$ cat src/rtl/inlet_dose_sequencer.sv
// inlet_dose_sequencer: round-robin sequencer driving one inlet valve plus the outlet valve per dose
module inlet_dose_sequencer #(
  parameter int N_INLETS      = 3,
  parameter int LEN_W         = 16,
  parameter int SETTLE_CYCLES = 8,
  parameter int DRAIN_CYCLES  = 16
) (
  input  logic                      clk,
  input  logic                      rst_n,
  input  logic [N_INLETS-1:0]       req,
  input  logic [N_INLETS*LEN_W-1:0] req_len,
  input  logic                      abort,
  output logic [N_INLETS-1:0]       valve_in,
  output logic                      valve_out,
  output logic [N_INLETS-1:0]       grant,
  output logic [N_INLETS-1:0]       ack,
  output logic                      busy,
  output logic                      aborted
);
  localparam int IW = N_INLETS > 1 ? $clog2(N_INLETS) : 1;
  typedef enum logic [1:0] {IDLE, SETTLE, DOSE, DRAIN} state_t;
  state_t r_state, w_state;
  logic [IW-1:0] r_owner, w_owner, r_rr, w_rr, w_pick;
  logic [LEN_W-1:0] r_len, w_len, r_cnt, w_cnt;
  logic r_abt, w_abt, w_found;
  logic [N_INLETS-1:0] w_onehot, r_valve_in, r_grant, r_ack;
  logic r_valve_out, r_busy, r_aborted;
  // first requester at or after the rr pointer; reverse scan so the nearest one wins
  always_comb begin
    w_found = 1'b0;
    w_pick  = '0;
    for (int i = N_INLETS - 1; i >= 0; i--) begin
      if (req[(int'(r_rr) + i) % N_INLETS]) begin
        w_found = 1'b1;
        w_pick  = IW'((int'(r_rr) + i) % N_INLETS);
      end
    end
  end
  // next-state logic; counters load with (duration-1) and run down to zero
  always_comb begin
    w_state = r_state;
    w_owner = r_owner;
    w_len   = r_len;
    w_cnt   = r_cnt;
    w_abt   = r_abt;
    w_rr    = r_rr;
    case (r_state)
      IDLE: if (w_found) begin
        w_state = SETTLE;
        w_owner = w_pick;
        w_len   = req_len[int'(w_pick)*LEN_W +: LEN_W];
        w_cnt   = LEN_W'(SETTLE_CYCLES - 1);
        w_abt   = 1'b0;
      end
      SETTLE: if (abort) begin
        w_state = DRAIN;
        w_cnt   = LEN_W'(DRAIN_CYCLES - 1);
        w_abt   = 1'b1;
      end else if (r_cnt == '0) begin
        w_state = (r_len == '0) ? DRAIN : DOSE;
        w_cnt   = (r_len == '0) ? LEN_W'(DRAIN_CYCLES - 1) : r_len - 1'b1;
      end else
        w_cnt = r_cnt - 1'b1;
      DOSE: if (abort || r_cnt == '0) begin
        w_state = DRAIN;
        w_cnt   = LEN_W'(DRAIN_CYCLES - 1);
        w_abt   = abort;
      end else
        w_cnt = r_cnt - 1'b1;
      default: if (r_cnt == '0) begin
        w_state = IDLE;
        w_rr    = (int'(r_owner) == N_INLETS - 1) ? '0 : r_owner + 1'b1;
      end else
        w_cnt = r_cnt - 1'b1;
    endcase
  end
  assign w_onehot = N_INLETS'(1) << w_owner;
  // state and glitch-free registered outputs decoded from the next state
  always_ff @(posedge clk or negedge rst_n) begin
    if (!rst_n) begin
      r_state     <= IDLE;
      r_owner     <= '0;
      r_rr        <= '0;
      r_len       <= '0;
      r_cnt       <= '0;
      r_abt       <= 1'b0;
      r_valve_in  <= '0;
      r_valve_out <= 1'b0;
      r_grant     <= '0;
      r_ack       <= '0;
      r_busy      <= 1'b0;
      r_aborted   <= 1'b0;
    end else begin
      r_state     <= w_state;
      r_owner     <= w_owner;
      r_rr        <= w_rr;
      r_len       <= w_len;
      r_cnt       <= w_cnt;
      r_abt       <= w_abt;
      r_valve_in  <= (w_state == SETTLE || w_state == DOSE) ? w_onehot : '0;
      r_valve_out <= w_state == DOSE || w_state == DRAIN;
      r_grant     <= (w_state != IDLE) ? w_onehot : '0;
      r_ack       <= (w_state == DRAIN && w_cnt == '0) ? w_onehot : '0;
      r_busy      <= w_state != IDLE;
      r_aborted   <= w_state == DRAIN && w_cnt == '0 && w_abt;
    end
  end
  assign valve_in  = r_valve_in;
  assign valve_out = r_valve_out;
  assign grant     = r_grant;
  assign ack       = r_ack;
  assign busy      = r_busy;
  assign aborted   = r_aborted;
endmodule

$ cat config.mk
export PLATFORM = sky130hd
export DESIGN_NAME = inlet_dose_sequencer
export DESIGN_NICKNAME = d
export VERILOG_FILES = /design/src/rtl/inlet_dose_sequencer.sv
export SDC_FILE = /design/constraint.sdc
export NUM_CORES = 1
export LEC_CHECK = 0
export BUFFER_PORTS_ARGS = -buffer_cell sky130_fd_sc_hd__buf_2
export CORE_UTILIZATION = 57
export CTS_BUF_LIST = sky130_fd_sc_hd__clkbuf_8
export DETAILED_ROUTE_END_ITERATION = 12
export PLACE_DENSITY_LB_ADDON = 0.15
export SKIP_CTS_REPAIR_TIMING = 1
export SYNTH_ARGS = -nofsm -noshare
export SYNTH_HDL_FRONTEND = slang
export SYNTH_SLANG_ARGS = --single-unit
$ cat constraint.sdc
create_clock -name clk -period 4.2 [get_ports clk]
set_clock_uncertainty 0.05 [all_clocks]
set_input_delay 0.21 -clock clk [delete_from_list [all_inputs] [get_ports clk]]
set_output_delay 0.21 -clock clk [all_outputs]
set_load 0.01 [all_outputs]
**After elaboration in Yosys (flattened, before gate mapping)**

Cells that the tools add are included.

- Add/sub/neg operators: 5
- Divide/modulo/power cells: 3
- Magnitude comparators: 3
- Equality and inequality tests: 6
- Shift-type cells: 2
- Mux-type cells: 39
- Bitwise logic cells: 1
- Reductions and logical operators: 13

Operators with widths:

| cell | number |
|---|---|
| < comparator 32 x 4 -> 1 bit (second input constant) | 3 |
| 2-to-1 mux 16 bit | 6 |
| modulo 32 x 3 -> 32 bit (second input constant) | 2 |
| logical NOT 16 bit | 3 |
| one-hot mux 16 bit (3 select lines) | 1 |
| variable part select 48 x 7 -> 16 bit | 1 |
| modulo 3 x 3 -> 32 bit (second input constant) | 1 |
| subtractor 16 x 1 -> 16 bit (second input constant) | 2 |
| 2-to-1 mux 2 bit | 11 |
| 2-to-1 mux 1 bit | 13 |
| 2-to-1 mux 3 bit | 3 |
| equality test 2 bit (second input constant) | 4 |
| binary-select mux 1 bit (select 2 bit) | 3 |
| one-hot mux 2 bit (3 select lines) | 1 |
| equality test 2 x 1 -> 1 bit (second input constant) | 2 |
| AND reduction 2 bit | 2 |
| adder 2 x 1 -> 3 bit (second input constant) | 1 |
| adder 2 x 2 -> 3 bit (second input constant) | 1 |
| logical OR 1 bit | 3 |
| one-hot mux 1 bit (3 select lines) | 1 |
| OR reduction 3 bit | 1 |
| << shifter 1 x 2 -> 3 bit (first input constant) | 1 |
| adder 2 x 1 -> 2 bit (second input constant) | 1 |
| logical AND 1 bit | 2 |
| 3 further kinds | 3 |

- Bits in registers: 51
- Bits of input ports: 54
- Output and inout bits: 12
- Word-level logic and storage cells: 84

**Longest topological paths before layout**

- Word-level depth: 13
- Gate-level depth with buffers: 14
- Gate-level depth less buffers: 12

**Worst setup path after synthesis**

No wires, ideal clock.

- Path kind: register -> register
- Start point: reg r_cnt[5]
- End point: reg r_aborted, in the netlist aborted
- Library setup time: 101 ps
- Arrival: 2,931 ps
- Data required time: 4,049 ps
- Setup slack: 1,118 ps
- Cell stages (with the launch flop): 10
- Buffers on the path: 1
- Clock period less this slack: 3,082 ps
- Path through: dfrtp_1 > clkbuf_1 > or4_1 > or2_4 > or3_4 > a21oi_2 > o21ai_2 > or3b_1 > or4b_4 > nor4_1

- Word-level cells in the longest chain between the ends: 7
- Elaborated cells on any way between the ends: 20
- Classes of those cells: add/sub (1); eq/ne (1); mux (13); reduce/logical (5)

Ends and longest elaborated chain:

| element | RTL line | text |
|---|---|---|
| start, declared | 24 | `logic [LEN_W-1:0] r_len, w_len, r_cnt, w_cnt;` |
| start signal, assigned | 98 | `r_cnt <= w_cnt;` |
| subtractor 16 x 1 -> 16 bit / logical NOT 16 bit (equally long branches) | n/a |  |
| 2-to-1 mux 16 bit / logical OR 1 bit (equally long branches) | 59, 64 |  |
| 2-to-1 mux 16 bit, on equally long branches | 55, 64 |  |
| one-hot mux 16 bit (3 select lines) (*) | 47 | `case (r_state)` |
| named net w_cnt[13] | 24 |  |
| logical NOT 16 bit (*) | 105 | `r_aborted <= w_state == DRAIN && w_cnt == '0 && w_abt;` |
| logical AND 1 bit (*) (2 in series) | 105 |  |
| end signal, assigned | 105 |  |
| end, declared | 27 | `logic r_valve_out, r_busy, r_aborted;` |

Mark *: on every way through the listed nets, which the timed path passes. The rest lies on a longest branch.
A chain may end at the register's enable or synchronous reset.

**Worst setup path in the final report**

- Start point: reg r_cnt[0]
- End point: reg r_ack[1], in the netlist ack[1]

- Word-level cells in the longest chain between the ends: 7
- Elaborated cells on any way between the ends: 18
- Classes of those cells: add/sub (1); eq/ne (1); mux (12); reduce/logical (4)

Ends and longest elaborated chain:

| element | RTL line | text |
|---|---|---|
| logical NOT 16 bit (*) | 59, 64, 70 |  |
| 2-to-1 mux 2 bit / logical OR 1 bit (equally long branches) | 59, 64 |  |
| 2-to-1 mux 2 bit, on equally long branches | 55, 64 |  |
| one-hot mux 2 bit (3 select lines) (*) | 47 |  |
| named net w_state[0] | 22 | `state_t r_state, w_state;` |
| equality test 2 bit (*) | 103 | `r_ack <= (w_state == DRAIN && w_cnt == '0) ? w_onehot : '0;` |
| logical AND 1 bit (*) | 103 |  |
| 2-to-1 mux 3 bit (*) | 103 |  |
| end signal, assigned | 103 |  |
| end, declared | 26 | `logic [N_INLETS-1:0] w_onehot, r_valve_in, r_grant, r_ack;` |

Marks and branches as above.

==> PnR_summary.wiki <==
{| class="wikitable"
! Metric !! Value
|-
| Result of the run || finished clean
|-
| EDFF count, synth || 0
|-
| Fraction of the mapped netlist area in adder cells || 0.02910
|-
| Total routing usage reported by global routing || 0.3095
|-
| Total Neg Setup Slack || 0 ps
|-
| Share of power burned in the clock network || 0.159
|-
| Share of the clock period used by the worst path || 0.9410
|-
| Sequential element share of the synthesized area || 0.3731
|-
| Vias in the first global route || slightly above 3k
|-
| Overall overflow remaining after global route || 0
|-
| Master cell of the clock root buffer || clkbuf_8
|-
| DR WL/cell || roughly 17 um
|-
| Final std cells w/o fill || around 540
|-
| CP arrival || ~4100 ps
|-
| Syn_nets || around 470
|-
| Number of rows in the core area || 27
|-
| Proportion of power drawn by flip-flops and latches || 0.343
|-
| Full die area || around 6200 um^2
|-
| HPWL after detailed placement || 6820 um
|-
| Reported max-cap violation count || 0
|-
| Number of H-tree branching levels || 2
|-
| Most numerous cell in the Yosys netlist || nand2_1
|-
| Syn_area_per_cell || roughly 8.3 um^2
|-
| Xor-xnor portion of the synthesized cell area || 0.04440
|-
| Clock input transition at the sequential cells of the worst setup and hold paths || 100 ps
|-
| Synthesis-stage register bit count || 50
|-
| Top Ports || 66
|-
| Remaining max-slew budget at the tightest pin || 0.2554
|-
| First-pass detailed-route iteration total || 5
|-
| Max-slew violation count || 0
|-
| Class of the tightest hold or removal check || input port to asynchronous set/reset pin
|-
| Clock insertion delay at the later pin of the skew report || 310 ps
|-
| Slowest cell on the critical path || nor3b_1
|-
| Final Hold Fails || 0
|-
| FF-to-FF End || ack[1]
|-
| Worst reg2reg path startpoint || r_cnt[0]
|-
| Final-layout worst hold slack || 55.49 ps
|-
| CP Capture Type || flip-flop
|-
| Net count of the finished layout || about 520
|-
| Cell leakage power || approximately 2.0 nW
|-
| Syn Inst Count || slightly above 400
|-
| Post-synthesis instance area || between 3000 and 4000 um^2
|-
| Clock net sink count || 50
|-
| Cts bufs inserted || 5
|-
| Wirelength, routed || between 8000 and 9000 um
|-
| Internal power || approximately 1.2 mW
|-
| Mux share of post-synthesis cell area || 0.04776
|-
| Fraction of the mapped netlist area in simple logic gates || 0.2384
|-
| Via count || about 3.4k
|-
| R2r worst-path depth || 12
|-
| Transition time at the pin with the least slew margin || approximately 1100 ps
|-
| Routability congestion estimate || approximately 1.0
|-
| Setup slack on the worst flop-to-flop path || 250 ps
|-
| Peak VDD IR || between 0.0002 and 0.00025 V
|-
| Setup repair after global routing missed its margin || false
|-
| Commonest cells post-synth || 59 x nand2_1, 52 x o21ai_0, 50 x dfrtp_1
|-
| Height of the die || between 70 and 80 um
|-
| Sw Share || 0.4428
|-
| Placeable core region || about 5600 um^2
|-
| Layout-stage area growth over the synthesis result || 14.78%
|-
| Largest incremental delay on the critical path || 840 ps
|-
| Total setup violations reported at the end of the flow || 0
|-
| Post-Place Cells || between 500 and 600
|-
| Required time at the worst-slack endpoint || approximately 4400 ps
|-
| Sort of element at the start of the critical path || flip-flop
|-
| P per Cell Area || between 500 and 600 nW/um^2
|-
| Combinational family with the most area after synthesis || simple AND/OR/NAND/NOR gates
|-
| Largest area contributor in the netlist || dfrtp_1
|-
| Highest attainable clock frequency || about 250 MHz
|-
| Global-route wire length before repair || around 15000 um
|-
| NetSw || about 950 uW
|-
| Number of DRC markers after the initial detailed-route iteration || ~330
|-
| Residual antenna-violating net count after detailed routing || 0
|-
| Compound-gate portion of the synthesized area || 0.2231
|-
| CTS tree || built
|-
| Final instance area || 3849 um^2
|-
| Post-DR vias/cell || ~6.3
|-
| Share of total power in combinational logic || 0.498
|-
| Fraction of registers with async set or reset after synthesis || 1.000
|-
| Most Frequent Cell on Critical Path || nand2_1
|-
| Time the final worst path needs with I/O delays and setup || 3952 ps
|-
| Count of synthesis-stage warnings from yosys || 0
|-
| Pwr Total || 2.135 mW
|-
| Share of final-layout standard cells stronger than drive strength 1 || 0.1879
|-
| Biggest area contributors in the synthesized netlist || dfrtp_1 37%, o21ai_0 7.8%, nand2_1 6.6%
|-
| PortBufs || 65
|-
| Detailed-route DRC error count || 0
|-
| Unique cell type count in the Yosys netlist || 57
|-
| Die outline width || about 79 um
|-
| Starting density of the core || 0.6016
|-
| Critical Path Fanout Max || 11
|-
| Most common flop cell mapped by yosys || dfrtp_1
|-
| Pin count of the biggest net entering global routing || just over 50
|-
| Antenna violations before repair || 0
|-
| Crit path kind || flip-flop to flip-flop
|-
| Fraction of synthesized cell area taken by the top area cell type || 0.3731
|-
| N_diodes || 0
|-
| Chain of cells forming the critical path || inv_1 -> ha_1 -> nor3b_1 -> nand2_1 -> nand2_1 -> o21ai_0 -> nand2_1 -> and3_1 -> ha_1 -> inv_1 -> or4_1 -> nor4_1
|-
| Area of placed instances || about 3700 um^2
|-
| Maximum root-to-sink buffer count || 2
|}
==> placed cells by master (no fill, tap or decap), drive strengths merged, types with 8 or more instances in the layout <==
| cell type | instances |
|---|---|
| nor3 | 11 |
| or3 | 8 |
| nor4 | 13 |
| a21oi | 15 |
| nor2 | 22 |
| xnor2 | 10 |
| o21ai | 53 |
| nand3 | 8 |
| dfrtp | 50 |
| inv | 18 |
| or4 | 9 |
| nand2 | 59 |
| mux2i | 16 |
| buf | 71 |
==> cells by family (layout without fill, tap and decap cells) <==
kind of cell    after synthesis  count (layout)
compound gates              117             117
xor+xnor                     17              17
mux                          16              16
simple gates                158             158
fa+ha+maj                     8               8
flops                        50              50
buf+inv                      38              97
==> power groups by stage <==
stage | logic (mW) | registers (mW) | clock network, mW
after floorplan | 0.783 | 0.673 | 0
after global placement | 1.03 | 0.729 | 0
after detailed placement | 1.03 | 0.731 | 0
after CTS | 1.04 | 0.722 | 0.343
after global routing | 1.16 | 0.743 | 0.362
final | 1.06 | 0.733 | 0.339
==> cell type report <==
type | instances | area (um^2)
Multi-Input combinational cell | 316 | 1961
Timing Repair Buffer | 71 | 370.4
Inverter | 18 | 67.56
Sequential cell | 50 | 1251
Clock inverter | 3 | 40.04
Fill cell | 457 | 1725
Clock buffer | 5 | 68.82
Tap cell | 72 | 90.09
==> registers in the layout (all words and copies together) (netlist names) <==
name	count
r_state	2
busy	1
aborted	1
r_abt	1
r_cnt	16
r_len	16
r_rr	2
grant	3
r_owner	2
ack	3
valve_in	3
==> how the worst max path moves through the flow <==
| stage | startpoint | end | slack [ps] |
|---|---|---|---|
| after global routing | r_cnt[0] | ack[0] | 60 |
| after floorplan | r_cnt[5] | aborted | 1120 |
| after global placement | r_cnt[0] | ack[2] | 370 |
| final | r_cnt[0] | ack[1] | 250 |
| after detailed placement | r_cnt[0] | ack[1] | 380 |
| after CTS | r_cnt[0] | ack[1] | 370 |
==> stage by stage <==
step                        util  worst slack [ps]
after global routing      0.6905             63.70
final                     0.6905             248.0
after floorplan                -              1118
after CTS                 0.6905             368.8
after global placement    0.6709             365.8
after detailed placement  0.6709             380.8
==> metal layers <==
layer / GRT usage / wire [um] / vias up / share of wire
met3: 0.03218 / 782 / 35 / 0.087
met4: 0.1463 / 402 / 0 / 0.045
met2: 0.4678 / 3864 / 240 / 0.43
met5: 0 / 0 / - / 0
met1: 0.4454 / 3950 / 1485 / 0.44
li1: - / - / 1603 / -
==> critical path: cells and delay by family (launching register included) <==
kind,cells,cell delay [ps]
AOI/OAI and AO/OA,1,90
DFF,1,440
buffers and inverters,2,190
adders and majority gates,2,340
and+or+nand+nor,7,2750
(Power assumes the default switching activity.)
